$ cat src/rtl/wb_status_sequencer_pkg.sv
// Shared definitions for the Wishbone status sequencer: register map, bit
// positions, entry layout and the pin positions the wrapper uses.
package wb_status_sequencer_pkg;

    localparam int ENTRY_W = 8;

    // Word offsets, i.e. byte address bits [3:2]
    localparam logic [1:0] OFF_DATA   = 2'd0;
    localparam logic [1:0] OFF_STATUS = 2'd1;
    localparam logic [1:0] OFF_CTRL   = 2'd2;

    localparam int ST_EMPTY = 4;
    localparam int ST_FULL  = 5;
    localparam int ST_OVF   = 6;
    localparam int ST_HOLD  = 7;

    localparam int CTRL_FLUSH   = 0;
    localparam int CTRL_CLR_OVF = 1;

    localparam int CODE_PIN_LSB = 20;
    localparam int FLAG_PIN_LSB = 36;

    typedef struct packed {
        logic [1:0] flag;
        logic [5:0] code;
    } entry_t;

endpackage

$ cat src/rtl/wb_status_sequencer_fifo.sv
// Synchronous FIFO of status entries with flush; pointers wrap modulo DEPTH.
module status_fifo
    import wb_status_sequencer_pkg::*;
#(
    parameter int DEPTH = 8,
    localparam int AW = $clog2(DEPTH),
    localparam int CW = AW + 1
) (
    input  logic               clk,
    input  logic               rst_n,
    input  logic               push,
    input  logic               pop,
    input  logic               flush,
    input  logic [ENTRY_W-1:0] din,
    output logic [ENTRY_W-1:0] dout,
    output logic [CW-1:0]      count,
    output logic               full,
    output logic               empty
);

    logic [ENTRY_W-1:0] mem [DEPTH];
    logic [AW-1:0]      wr_ptr;
    logic [AW-1:0]      rd_ptr;
    logic               do_push;
    logic               do_pop;

    assign full    = (count == CW'(DEPTH));
    assign empty   = (count == '0);
    assign do_pop  = pop && !empty;
    // A pop on the same edge frees the slot a full-queue push needs
    assign do_push = push && (!full || do_pop);
    assign dout    = mem[rd_ptr];

    // NOTE: the storage array is deliberately not reset; only pointers and
    // count carry state that matters, and an unreset array maps onto plain RAM.
    always_ff @(posedge clk) begin
        if (do_push) mem[wr_ptr] <= din;
    end

    // NOTE: sequential state is only ever assigned with <= so every reader
    // sees the pre-edge value, independent of block ordering.
    always_ff @(posedge clk or negedge rst_n) begin
        if (!rst_n) begin
            wr_ptr <= '0;
            rd_ptr <= '0;
            count  <= '0;
        end else if (flush) begin
            wr_ptr <= '0;
            rd_ptr <= '0;
            count  <= '0;
        end else begin
            if (do_push) wr_ptr <= wr_ptr + 1'b1;
            if (do_pop)  rd_ptr <= rd_ptr + 1'b1;
            count <= count + CW'(do_push) - CW'(do_pop);
        end
    end

endmodule

$ cat src/rtl/wb_status_sequencer.sv
// Wishbone slave that queues firmware status entries and plays them onto the
// status pins, holding each one for at least HOLD_CYCLES clocks.
module wb_status_sequencer
    import wb_status_sequencer_pkg::*;
#(
    parameter logic [31:0] BASE_ADR    = 32'h3000_0000,
    parameter int          DEPTH       = 8,
    parameter int          HOLD_CYCLES = 64,
    parameter logic [5:0]  RESET_CODE  = 6'h3F
) (
    input  logic        wb_clk_i,
    input  logic        rst_ni,
    input  logic        wbs_cyc_i,
    input  logic        wbs_stb_i,
    input  logic        wbs_we_i,
    input  logic [3:0]  wbs_sel_i,
    input  logic [31:0] wbs_adr_i,
    input  logic [31:0] wbs_dat_i,
    output logic        wbs_ack_o,
    output logic [31:0] wbs_dat_o,
    output logic [5:0]  code_o,
    output logic [1:0]  flag_o,
    output logic [7:0]  status_oeb_o
);

    localparam logic S_IDLE = 1'b0;
    localparam logic S_HOLD = 1'b1;
    localparam int   CW     = $clog2(DEPTH) + 1;
    localparam int   HW     = (HOLD_CYCLES > 1) ? $clog2(HOLD_CYCLES) : 1;
    localparam logic [HW-1:0] HOLD_LOAD = HW'(HOLD_CYCLES - 1);

    logic          ack_q;
    logic [31:0]   dat_q;
    logic          ovf_q;
    logic          state;
    logic [HW-1:0] hold_cnt;
    entry_t        pins_q;

    logic          req, accept, wr;
    logic [1:0]    off;
    logic          push, flush, clr_ovf, pop;
    logic [7:0]    fifo_dout;
    logic [CW-1:0] fifo_count;
    logic          fifo_full, fifo_empty;
    logic [7:0]    status;
    logic [7:0]    rd_data;
    logic          unused_bits;

    // The ack cycle itself blocks acceptance, giving one access per two clocks
    assign req     = wbs_cyc_i && wbs_stb_i && (wbs_adr_i[31:4] == BASE_ADR[31:4]);
    assign accept  = req && !ack_q;
    assign off     = wbs_adr_i[3:2];
    assign wr      = accept && wbs_we_i && wbs_sel_i[0];
    assign push    = wr && (off == OFF_DATA);
    assign flush   = wr && (off == OFF_CTRL) && wbs_dat_i[CTRL_FLUSH];
    assign clr_ovf = wr && (off == OFF_CTRL) && wbs_dat_i[CTRL_CLR_OVF];
    assign pop     = !fifo_empty && ((state == S_IDLE) || (hold_cnt == '0));

    assign unused_bits = &{1'b0, wbs_sel_i[3:1], wbs_dat_i[31:8], wbs_adr_i[1:0]};

    status_fifo #(.DEPTH(DEPTH)) u_fifo (
        .clk   (wb_clk_i),
        .rst_n (rst_ni),
        .push  (push),
        .pop   (pop),
        .flush (flush),
        .din   (wbs_dat_i[7:0]),
        .dout  (fifo_dout),
        .count (fifo_count),
        .full  (fifo_full),
        .empty (fifo_empty)
    );

    always_comb begin
        status          = '0;
        status[3:0]     = 4'(fifo_count);
        status[ST_EMPTY] = fifo_empty;
        status[ST_FULL]  = fifo_full;
        status[ST_OVF]   = ovf_q;
        status[ST_HOLD]  = (hold_cnt != '0);
    end

    // NOTE: every variable written here gets a default first, so no path
    // through the case can infer a latch.
    always_comb begin
        rd_data = '0;
        case (off)
            OFF_DATA:   rd_data = pins_q;
            OFF_STATUS: rd_data = status;
            default:    rd_data = '0;
        endcase
    end

    always_ff @(posedge wb_clk_i or negedge rst_ni) begin
        if (!rst_ni) begin
            ack_q <= 1'b0;
            dat_q <= '0;
            ovf_q <= 1'b0;
        end else begin
            ack_q <= accept;
            dat_q <= (accept && !wbs_we_i) ? {24'b0, rd_data} : '0;
            if (clr_ovf)
                ovf_q <= 1'b0;
            else if (push && fifo_full && !pop)
                ovf_q <= 1'b1;
        end
    end

    always_ff @(posedge wb_clk_i or negedge rst_ni) begin
        if (!rst_ni) begin
            state    <= S_IDLE;
            hold_cnt <= '0;
            pins_q   <= {2'b00, RESET_CODE};
        end else begin
            case (state)
                S_IDLE: begin
                    if (pop) begin
                        pins_q   <= fifo_dout;
                        hold_cnt <= HOLD_LOAD;
                        state    <= S_HOLD;
                    end
                end
                default: begin
                    if (hold_cnt != '0) begin
                        hold_cnt <= hold_cnt - 1'b1;
                    end else if (pop) begin
                        pins_q   <= fifo_dout;
                        hold_cnt <= HOLD_LOAD;
                    end else begin
                        state <= S_IDLE;
                    end
                end
            endcase
        end
    end

    assign wbs_ack_o    = ack_q;
    assign wbs_dat_o    = dat_q;
    assign code_o       = pins_q.code;
    assign flag_o       = pins_q.flag;
    assign status_oeb_o = '0;

endmodule

$ cat config.mk
export PLATFORM = sky130hd
export DESIGN_NAME = wb_status_sequencer
export DESIGN_NICKNAME = d
export VERILOG_FILES = /design/src/rtl/wb_status_sequencer_pkg.sv /design/src/rtl/wb_status_sequencer_fifo.sv /design/src/rtl/wb_status_sequencer.sv
export SDC_FILE = /design/constraint.sdc
export NUM_CORES = 1
export LEC_CHECK = 0
export ABC_CLOCK_PERIOD_IN_PS = 3200
export CORE_MARGIN = 2
export CORE_UTILIZATION = 43
export DETAILED_ROUTE_END_ITERATION = 10
export PLACE_DENSITY = 0.76
export SETUP_SLACK_MARGIN = 0.1
export SLEW_MARGIN = 20
export SYNTH_ARGS = -nofsm -noshare
export SYNTH_HDL_FRONTEND = slang
export SYNTH_SLANG_ARGS = --single-unit
$ cat constraint.sdc
create_clock -name wb_clk_i -period 3.2 [get_ports wb_clk_i]
set_clock_uncertainty 0.15 [all_clocks]
set_input_delay 0.32 -clock wb_clk_i [delete_from_list [all_inputs] [get_ports wb_clk_i]]
set_output_delay 0.32 -clock wb_clk_i [all_outputs]
set_load 0.005 [all_outputs]
==> run metrics <==
status=finished, final reports clean; Final period util=0.920; Ant. Diodes=0; Mapped Area=0.00440 mm2; fin area=0.00532 mm2; clock buffer depth=2; vias per std cell=5.01; post-route insts no fill=516; total power=2.23 mW; DRC errors left=0; Fill cells=809; final slew viol count=0; final hold violations=0; gr usage total=0.159; DRT iter0 DRCs=128; measured slew at the worst slew-check pin=0.821 ns; unrepaired setup endpoints after global routing=no; Routability Congestion=0.758; Antenna Violating Nets Remaining=0; Final setup viols=0; crit-path most repeated cell=buf_4; cell chain of the critical path=inv_1 -> ha_1 -> or3b_1 -> a211o_4 -> a2111oi_4 -> buf_4 -> nand2b_2 -> nor3_1 -> buf_4; CP peak stage delay=0.41 ns; first-pass GRT wire length=13.2 mm; Int Power=1.78 mW; power density cells=420 mW/mm2; LEAKAGE=2.03 nW; vias in the first global route=2551; Post-synth ARST share=0.354; worst reg2reg startpoint=hold_cnt[0]$_DFF_PN0_; Reg clk slew, reported paths=0.09 ns; post-synthesis register bit count=99; Post-synth EDFFs=64; Core ar.=0.00986 mm2; CP startpoint kind=flip-flop; Detailed Route WL=8.29 mm; drt first pass iters=5; Gate power share=0.042; DP Area=0.00512 mm2; Sw Ratio=0.202; Main synth FF type=edfxtp_1; CTS tree=built; H-tree Lvls=3; Netlist cell types=43; layout cells sized above 1=0.144; Cells after DPL=500; Clk pwr share=0.348; CP max-delay cell=dfrtp_1; WL per Instance=16.1 um; max-cap violations=0; Rows=36; CTS Root Cell=clkbuf_8; Boundary Pins=122; Seq/Total Area, Yosys=0.637; CTS sink count=99; crit path launch=hold_cnt[0]$_DFF_PN0_; total CTS buffers=9; data arrival time of the critical path=2.86 ns; Cells after Synth=303; DR vias=2587; Yosys warning total=0; largest net degree at the start of global routing=36; Clock Latency Late Sink=0.36 ns; nets@finish=461; hpwl dp=5.86 mm; Die Ht=105 um; Initial Util=0.446; Tmin final=2.94 ns; Slew headroom=0.453; VDD IR max=0.000356 V; Worst Setup End Kind=flip-flop; fmax=340 MHz; sequential share of power=0.610; gr ovfl total=0; layout overhead on the synthesized area=20.9%; crit-path max FO=11; Psw=0.451 mW; setup TNS=0 ns; Die ar.=0.0111 mm2; syn_area_per_cell=14.5 um2; antenna violations before repair=0; Buffers on Ports=60; Hold Path Class=in2async; CP required=3.11 ns; Post-CTS Setup Bufs=0; WS Path Type=reg2reg; Die W=105 um
-- metrics by stage --
step	hold slack [ns]	util	worst slack (ns)
after global routing	0.257	0.539	0.112
after floorplan	-0.126	-	0.151
final	0.210	0.539	0.255
after detailed placement	0.334	0.519	0.210
after global placement	0.323	0.519	0.248
after CTS	0.224	0.539	0.191
-- placed cells by master, fill, tap and decap left out, types with 3 or more instances in the layout --
cell and instances:
xnor2_1 5, buf_4 15, mux2i_1 17, dfstp_2 6
ha_1 9, nand2b_1 5, edfxtp_1 64, o21ai_0 8
nor2_1 28, mux4_2 16, nor4_1 7, clkdlybuf4s50_1 60
dfrtp_1 29, nor3_1 3, inv_1 9, clkbuf_8 9
conb_1 32, nand2_1 15, a21oi_1 10
-- cells by family after synthesis --
family                     Yosys count  synth area share
DFF                                 99             0.637
and+or+nand+nor                     74            0.0833
buffers and inverters               51            0.0713
muxes                               33             0.120
AOI/OAI and AO/OA                   29            0.0449
adders and majority gates           10            0.0301
xor gates and xnor gates             6            0.0119
other                                1          0.000852
-- worst max-delay path, delay by kind of cell, from the launching register on --
| family | cells | cell delay, ns |
|---|---|---|
| compound gates | 2 | 0.76 |
| fa+ha+maj | 1 | 0.19 |
| buf+inv | 3 | 0.52 |
| flops | 1 | 0.41 |
| simple gates | 3 | 0.63 |
-- synthesized netlist by cell type, drive strengths merged (2+ instances only) --
library cell  instances  area, um2
mux4                 16        360
ha                    9        113
nor2b                 2       12.5
a21oi                10       50.1
inv                   9       33.8
or3                   2       12.5
dfrtp                29        726
nand4                 2       12.5
buf                  36        258
edfxtp               64       1920
nor3                  3       15.0
nor4                  7       43.8
nand2                16       62.6
and3                  2       12.5
nand2b                6       40.0
xnor2                 5       43.8
clkbuf                6       22.5
nor3b                 2       15.0
mux2i                17        170
dfstp                 6        158
a21bo                 2       20.0
nor2                 28        105
a31oi                 2       12.5
o21ai                 8       40.0
-- area by class of cell --
cell class / count / area, um2 / share of cell area
inverter: 9 / 33.8 / 0.00635
clock buffer: 11 / 131 / 0.0247
clock inverter: 5 / 62.6 / 0.0118
tap: 133 / 166 / 0.0313
multi-input combinational: 184 / 1410 / 0.265
timing repair buffer: 75 / 713 / 0.134
sequential: 99 / 2810 / 0.527
-- flip-flops by register name (all words and copies together) (netlist names) --
name,cells
code_o,6
flag_o,2
hold_cnt,6
ovf_q,1
state,1
u_fifo.count,4
u_fifo.mem,64
u_fifo.rd_ptr,3
u_fifo.wr_ptr,3
wbs_ack_o,1
wbs_dat_o,8
-- power groups by stage --
stage / clock, mW / sequential, mW / combinational [mW]
after floorplan: 0 / 1.39 / 0.0455
after global placement: 0 / 1.39 / 0.0917
after detailed placement: 0 / 1.39 / 0.0937
after CTS: 0.803 / 1.36 / 0.0940
after global routing: 0.855 / 1.36 / 0.102
final: 0.778 / 1.36 / 0.0933
-- metal layers --
metal	wire, um	share of wire	global-route usage	up-vias
met5	0	0	0	-
met4	104	0.013	0.0505	0
li1	-	-	-	1196
met1	3280	0.40	0.183	1262
met2	4250	0.51	0.283	122
met3	653	0.079	0.0462	7
-- repair_timing --
action / CTS / global route
resized for setup: 0 / 2
endpoints found under the hold margin: 0 / 0
endpoints found under the setup margin: 0 / 26
hold buffers: 0 / 0
-- path summary, 6_finish.rpt --
kind                                              end  slack (ns)  depth (start not counted)
max                        u_fifo.mem[0][1]$_DFFE_PP_        0.26                          9
min                             hold_cnt[4]$_DFF_PN0_        0.21                          2
max reg2reg                u_fifo.mem[0][1]$_DFFE_PP_        0.26                          9
min reg2reg                     hold_cnt[0]$_DFF_PN0_        0.34                          1
max in group asynchronous       code_o[0]$_DFFE_PN1P_        2.33                          2
min in group wb_clk_i           hold_cnt[0]$_DFF_PN0_        0.34                          1
Power figures use the tool's default switching activity.
